`src/rtl/adjust_pkg.sv`:
```
// Shared definitions for the press-and-hold adjust controller:
// FSM state encoding, direction constants and a small sizing helper.
package adjust_pkg;

  typedef enum logic [1:0] {
    IDLE        = 2'd0,
    DELAY       = 2'd1,
    REPEAT_SLOW = 2'd2,
    REPEAT_FAST = 2'd3
  } state_t;

  localparam logic DIR_INC = 1'b0;
  localparam logic DIR_DEC = 1'b1;

  function automatic int max3(input int a, input int b, input int c);
    int m;
    m = (a > b) ? a : b;
    return (m > c) ? m : c;
  endfunction

endpackage

```
`src/rtl/adjust_tick_counter.sv`:
```
// Loadable tick-enabled down-counter; expire flags the tick that takes it 1 -> 0.
// Clear beats load, and load beats counting, so the parent can express its priorities directly.
module adjust_tick_counter #(
  parameter int WIDTH = 3
) (
  input  logic             clk,
  input  logic             rst_n,
  input  logic             tick,
  input  logic             clear,
  input  logic             load,
  input  logic [WIDTH-1:0] load_value,
  output logic             expire
);

  logic [WIDTH-1:0] count_reg;

  assign expire = tick && (count_reg == WIDTH'(1));

  always_ff @(posedge clk or negedge rst_n) begin
    if (!rst_n) begin
      count_reg <= '0;
    end else if (clear) begin
      count_reg <= '0;
    end else if (load) begin
      count_reg <= load_value;
    end else if (tick && (count_reg != '0)) begin
      count_reg <= count_reg - 1'b1;
    end
  end

endmodule

```
`src/rtl/adjust_repeat_control.sv`:
```
// Press-and-hold adjust controller: one strobe on press, slow auto-repeat after a hold
// delay, then fast repeat. All delays count tick enables; strobes are registered.
module adjust_repeat_control
  import adjust_pkg::*;
#(
  parameter int NUM_FIELDS         = 3,
  parameter int HOLD_DELAY_TICKS   = 5,
  parameter int SLOW_PERIOD_TICKS  = 3,
  parameter int FAST_PERIOD_TICKS  = 1,
  parameter int FAST_AFTER_REPEATS = 4
) (
  input  logic                  clk,
  input  logic                  rst_n,
  input  logic                  tick,
  input  logic                  adjust_button,
  input  logic [NUM_FIELDS-1:0] adjust_mode,
  input  logic                  adjust_dir,
  output logic [NUM_FIELDS-1:0] increment,
  output logic [NUM_FIELDS-1:0] decrement,
  output logic                  repeating
);

  localparam int CNT_W = $clog2(max3(HOLD_DELAY_TICKS, SLOW_PERIOD_TICKS, FAST_PERIOD_TICKS) + 1);
  localparam int REP_W = (FAST_AFTER_REPEATS < 1) ? 1 : $clog2(FAST_AFTER_REPEATS + 1);

  localparam logic [CNT_W-1:0] HOLD_V = CNT_W'(HOLD_DELAY_TICKS);
  localparam logic [CNT_W-1:0] SLOW_V = CNT_W'(SLOW_PERIOD_TICKS);
  localparam logic [CNT_W-1:0] FAST_V = CNT_W'(FAST_PERIOD_TICKS);
  localparam logic [REP_W-1:0] REP_TARGET = REP_W'(FAST_AFTER_REPEATS);

  state_t                  state_reg;
  logic [NUM_FIELDS-1:0]   mode_latch;
  logic                    dir_latch;
  logic [REP_W-1:0]        rep_reg;
  logic [REP_W-1:0]        rep_next;

  logic                    active;
  logic                    changed;
  logic                    press;
  logic                    expiry;
  logic                    cnt_expire;
  logic                    cnt_load;
  logic [CNT_W-1:0]        cnt_load_value;

  assign active   = adjust_button && (|adjust_mode);
  assign changed  = (state_reg != IDLE) && ((adjust_mode != mode_latch) || (adjust_dir != dir_latch));
  assign press    = active && ((state_reg == IDLE) || changed);
  // A tick arriving together with a press/change/release is dropped by this gating.
  assign expiry   = active && !press && (state_reg != IDLE) && cnt_expire;
  assign rep_next = (&rep_reg) ? rep_reg : rep_reg + 1'b1;

  always_comb begin
    cnt_load       = 1'b0;
    cnt_load_value = '0;
    if (press) begin
      cnt_load       = 1'b1;
      cnt_load_value = HOLD_V;
    end else if (expiry) begin
      cnt_load = 1'b1;
      case (state_reg)
        DELAY:       cnt_load_value = (FAST_AFTER_REPEATS == 0) ? FAST_V : SLOW_V;
        REPEAT_SLOW: cnt_load_value = (rep_next == REP_TARGET) ? FAST_V : SLOW_V;
        default:     cnt_load_value = FAST_V;
      endcase
    end
  end

  adjust_tick_counter #(.WIDTH(CNT_W)) u_cnt (
    .clk        (clk),
    .rst_n      (rst_n),
    .tick       (tick),
    .clear      (!active),
    .load       (cnt_load),
    .load_value (cnt_load_value),
    .expire     (cnt_expire)
  );

  always_ff @(posedge clk or negedge rst_n) begin
    if (!rst_n) begin
      state_reg  <= IDLE;
      mode_latch <= '0;
      dir_latch  <= DIR_INC;
      rep_reg    <= '0;
      increment  <= '0;
      decrement  <= '0;
      repeating  <= 1'b0;
    end else begin
      increment <= '0;
      decrement <= '0;
      if (!active) begin
        state_reg <= IDLE;
        rep_reg   <= '0;
        repeating <= 1'b0;
      end else if (press) begin
        mode_latch <= adjust_mode;
        dir_latch  <= adjust_dir;
        rep_reg    <= '0;
        state_reg  <= DELAY;
        repeating  <= 1'b0;
        increment  <= (adjust_dir == DIR_INC) ? adjust_mode : '0;
        decrement  <= (adjust_dir == DIR_DEC) ? adjust_mode : '0;
      end else if (expiry) begin
        increment <= (dir_latch == DIR_INC) ? mode_latch : '0;
        decrement <= (dir_latch == DIR_DEC) ? mode_latch : '0;
        repeating <= 1'b1;
        case (state_reg)
          DELAY:       state_reg <= (FAST_AFTER_REPEATS == 0) ? REPEAT_FAST : REPEAT_SLOW;
          REPEAT_SLOW: begin
            rep_reg <= rep_next;
            if (rep_next == REP_TARGET) state_reg <= REPEAT_FAST;
          end
          default:     state_reg <= REPEAT_FAST;
        endcase
      end
    end
  end

endmodule
```
`config.mk`:
```
export PLATFORM = sky130hd
export DESIGN_NAME = adjust_repeat_control
export DESIGN_NICKNAME = d
export VERILOG_FILES = /design/src/rtl/adjust_pkg.sv /design/src/rtl/adjust_tick_counter.sv /design/src/rtl/adjust_repeat_control.sv
export SDC_FILE = /design/constraint.sdc
export NUM_CORES = 1
export LEC_CHECK = 0
export ABC_AREA = 1
export ABC_CLOCK_PERIOD_IN_PS = 3700
export BUFFER_PORTS_ARGS = -buffer_cell sky130_fd_sc_hd__buf_2
export CAP_MARGIN = 0
export CELL_PAD_IN_SITES_DETAIL_PLACEMENT = 0
export CELL_PAD_IN_SITES_GLOBAL_PLACEMENT = 1
export CORE_MARGIN = 8
export CORE_UTILIZATION = 44
export CTS_CLUSTER_DIAMETER = 150
export CTS_CLUSTER_SIZE = 10
export DETAILED_ROUTE_END_ITERATION = 10
export PLACE_DENSITY = 0.9
export SYNTH_ARGS = -nofsm -noshare
export SYNTH_HDL_FRONTEND = slang
export SYNTH_HIERARCHICAL = 1
export SYNTH_SLANG_ARGS = --single-unit
```
`constraint.sdc`:
```
create_clock -name clk -period 3.7 [get_ports clk]
set_input_delay 0.37 -clock clk [delete_from_list [all_inputs] [get_ports clk]]
set_output_delay 0.37 -clock clk [all_outputs]
set_load 0.05 [all_outputs]
```
==> summary.md <==
| Metric | Value |
|---|---|
| Outcome | finished with violations |
| Violations in the final reports | negative hold slack |
| Aggregate global-route resource usage | 11.3% |
| Total design power | 450 uW |
| Post-detailed-route via-to-cell ratio | 5.01 |
| Bufs on Longest Clock Path | 2 |
| Period utilisation layout | 56.1% |
| Number of cells in the design after placement | 185 |
| Cell type with the largest total area after synthesis | sky130_fd_sc_hd__dfrtp_1 |
| Post-CTS resize count | 0 |
| Headroom to the max-slew limit | 44.8% |
| Worst setup path startpoint | state_reg[0]$_DFFE_PN0P_ |
| Number of iterations in the first detailed-routing pass | 4 |
| Portion of the post-synthesis area used by sequential elements | 42.5% |
| Max Clk Rate | 481 MHz |
| Kind of critical path | flip-flop to flip-flop |
| Num ports | 15 |
| Antenna violations before repair | 0 |
| Placer's final routability congestion estimate | 0.739 |
| Signal arrival time at the worst endpoint | 2320 ps |
| Number of DRC markers in iteration 0 | 38 |
| Most numerous cell types in the synthesized netlist | sky130_fd_sc_hd__nand2_1, sky130_fd_sc_hd__dfrtp_1, sky130_fd_sc_hd__inv_1, sky130_fd_sc_hd__nand3_1 |
| Final hold violation count | 11 |
| Core Region | 2450 um2 |
| Final max-slew violation count | 0 |
| Kind of start point of the critical path | flip-flop |
| Remaining design rule violation count | 0 |
| Static leakage | 0.653 nW |
| Placement row count | 18 |
| Routed length per placed instance | 11.5 um |
| Post-CTS setup buffers | 0 |
| Total negative slack for setup checks | 0 ps |
| Signed area change from the synthesized netlist to the final layout | 10.5% |
| Number of instances in the synthesized netlist | 143 |
| Pin slew with the least headroom to its limit | 825 ps |
| Post-placement cell area | 1210 um2 |
| Cell area after technology mapping | 1120 um2 |
| Clock sinks | 19 |
| Post-route setup slack | 1620 ps |
| Total power divided by cell area | 364 nW/um2 |
| Synth async-reset ratio | 100% |
| Largest net degree at the start of global routing | 20 |
| Mean cell area of the mapped netlist | 7.82 um2 |
| Total grt overflow | 0 |
| Worst setup skew after layout | 4.71 ps |
| CTS tree | yes |
| Clock period minus final worst setup slack | 2080 ps |
| Clock-pin slew on the worst setup and hold paths | 100 ps |
| Maximum fanout count along the critical path | 11 |
| Largest cells by area after synthesis | sky130_fd_sc_hd__dfrtp_1, sky130_fd_sc_hd__nand2_1, sky130_fd_sc_hd__ha_1 |
| Number of nets in the final layout | 175 |
| Source-to-sink clock delay at the later pin of the worst-skew pair | 290 ps |
| Number of different library cells in the post-synthesis netlist | 19 |
| Ant. Diodes | 0 |
| Number of buffers added by the clock tree synthesis step | 3 |
| Number of max-cap violations | 0 |
| Wire length of the first global-routing pass | 3950 um |
| Detailed Place HPWL | 1690 um |
| Number of synthesized flops with an enable pin | 0 |
| Share of cells above drive strength 1 | 21.4% |
| Total wire length after detailed routing | 2180 um |
| Flip-flop and latch count after synthesis | 19 |
| Count of hold-fix buffers inserted at cts | 0 |
| H-tree level count | 1 |
| Worst IR drop on VDD | 287 uV |
| Area enclosed by the die boundary | 4410 um2 |
| Cell Count, Final, Fillers Out | 189 |
| Number of global-route vias before repair | 922 |
| Setup repair after global routing missed its margin | false |
| Most common flop cell mapped by yosys | sky130_fd_sc_hd__dfrtp_1 |
| Die Height | 66.4 um |
| Count of synthesis-stage warnings from yosys | 6 |
| Input/output buffers | 14 |
| Starting density of the core | 45.6% |
| Utilization after layout | 50.4% |
| Required time at the worst-slack endpoint | 3940 ps |
| Fin area | 1240 um2 |
| Via count | 946 |
| Most numerous cell in the Yosys netlist | sky130_fd_sc_hd__nand2_1 |
| Critical path capture point type | flip-flop |
| Die W | 66.4 um |
| Hold Slack | -2.97 ps |
| Final number of setup-violating endpoints | 0 |
| Setup Slack @ Placement | 1630 ps |
| Share of the synthesized area in the top cell type | 42.5% |
| CTS root buf | sky130_fd_sc_hd__clkbuf_4 |
| Reg-to-reg startpoint | state_reg[0]$_DFFE_PN0P_ |
| Post-synthesis net count | 158 |
| Hold/Removal Path Class | primary input to async pin |
| Post-DRT Antenna Nets | 0 |
power by group:
part	switching, mW	leakage [nW]	total [mW]	internal [mW]
sequential	0.0159	0.251	0.240	0.224
clock	0.0594	0.0150	0.101	0.0419
combinational	0.0745	0.387	0.109	0.0341
layout by cell type, fill, tap and decap left out, drive strengths merged:
cell type / Yosys / layout
nand2: 42 / 42
inv: 20 / 20
dfrtp: 19 / 19
nand3: 18 / 18
buf: 2 / 14
nor2: 13 / 13
o21ai: 8 / 8
ha: 7 / 7
nand4: 6 / 6
a21oi: 5 / 5
clkbuf: 0 / 4
o31ai: 1 / 1
xnor2: 1 / 1
or2: 1 / 1
worst max-delay path: stages (launching register included):
cell and delay [ps]:
sky130_fd_sc_hd__dfrtp_1 390, sky130_fd_sc_hd__inv_1 70, sky130_fd_sc_hd__ha_1 200, sky130_fd_sc_hd__inv_1 50, sky130_fd_sc_hd__nand2_1 50, sky130_fd_sc_hd__nor2_2 110
sky130_fd_sc_hd__nand3_2 100, sky130_fd_sc_hd__nor2_2 380, sky130_fd_sc_hd__nand2_1 100, sky130_fd_sc_hd__nand2_1 210, sky130_fd_sc_hd__nor2_2 100, sky130_fd_sc_hd__nand2_2 110
sky130_fd_sc_hd__nand3_1 80, sky130_fd_sc_hd__nand2_1 70
cell families (layout without fill, tap and decap cells):
family                   Yosys count  after routing  share of synthesized area (%)
AND/OR/NAND/NOR                   80             80                           33.8
flip-flops                        19             19                           42.5
adder cells (fa/ha/maj)            7              7                           7.83
AO/OA/AOI/OAI                     14             14                           6.93
buffers and inverters             22             38                           8.16
XOR/XNOR                           1              1                          0.783
per-layer routing:
layer	track usage (%)	vias to the layer above	part of all wire, %
met5	0	-	0
met4	7.73	0	2.9
met3	1.86	7	2.8
met2	18.8	16	49
met1	13.0	431	45
li1	-	492	-
area by class of cell:
type                       count  area (um2)
clock buffer                   4        26.3
fill                         260        1220
inverter                      20        75.1
multi-input combinational    102         552
sequential                    19         475
tap                           30        37.5
timing repair buffer          14        70.1
path summary, 6_finish.rpt:
check,end,slack (ps),cells after the start
worst max-delay path,u_cnt/count_reg[2]$_DFFE_PN0P_,1620,13
worst min-delay path,rep_reg[2]$_DFFE_PN0P_,-3,1
worst max register to register,u_cnt/count_reg[2]$_DFFE_PN0P_,1620,13
worst min register to register,repeating$_DFFE_PN0P_,520,2
max in group asynchronous,rep_reg[1]$_DFFE_PN0P_,3410,1
min in group clk,mode_latch[2]$_DFFE_PN0P_,350,3
No activity file was read; power rests on OpenSTA's default activity.
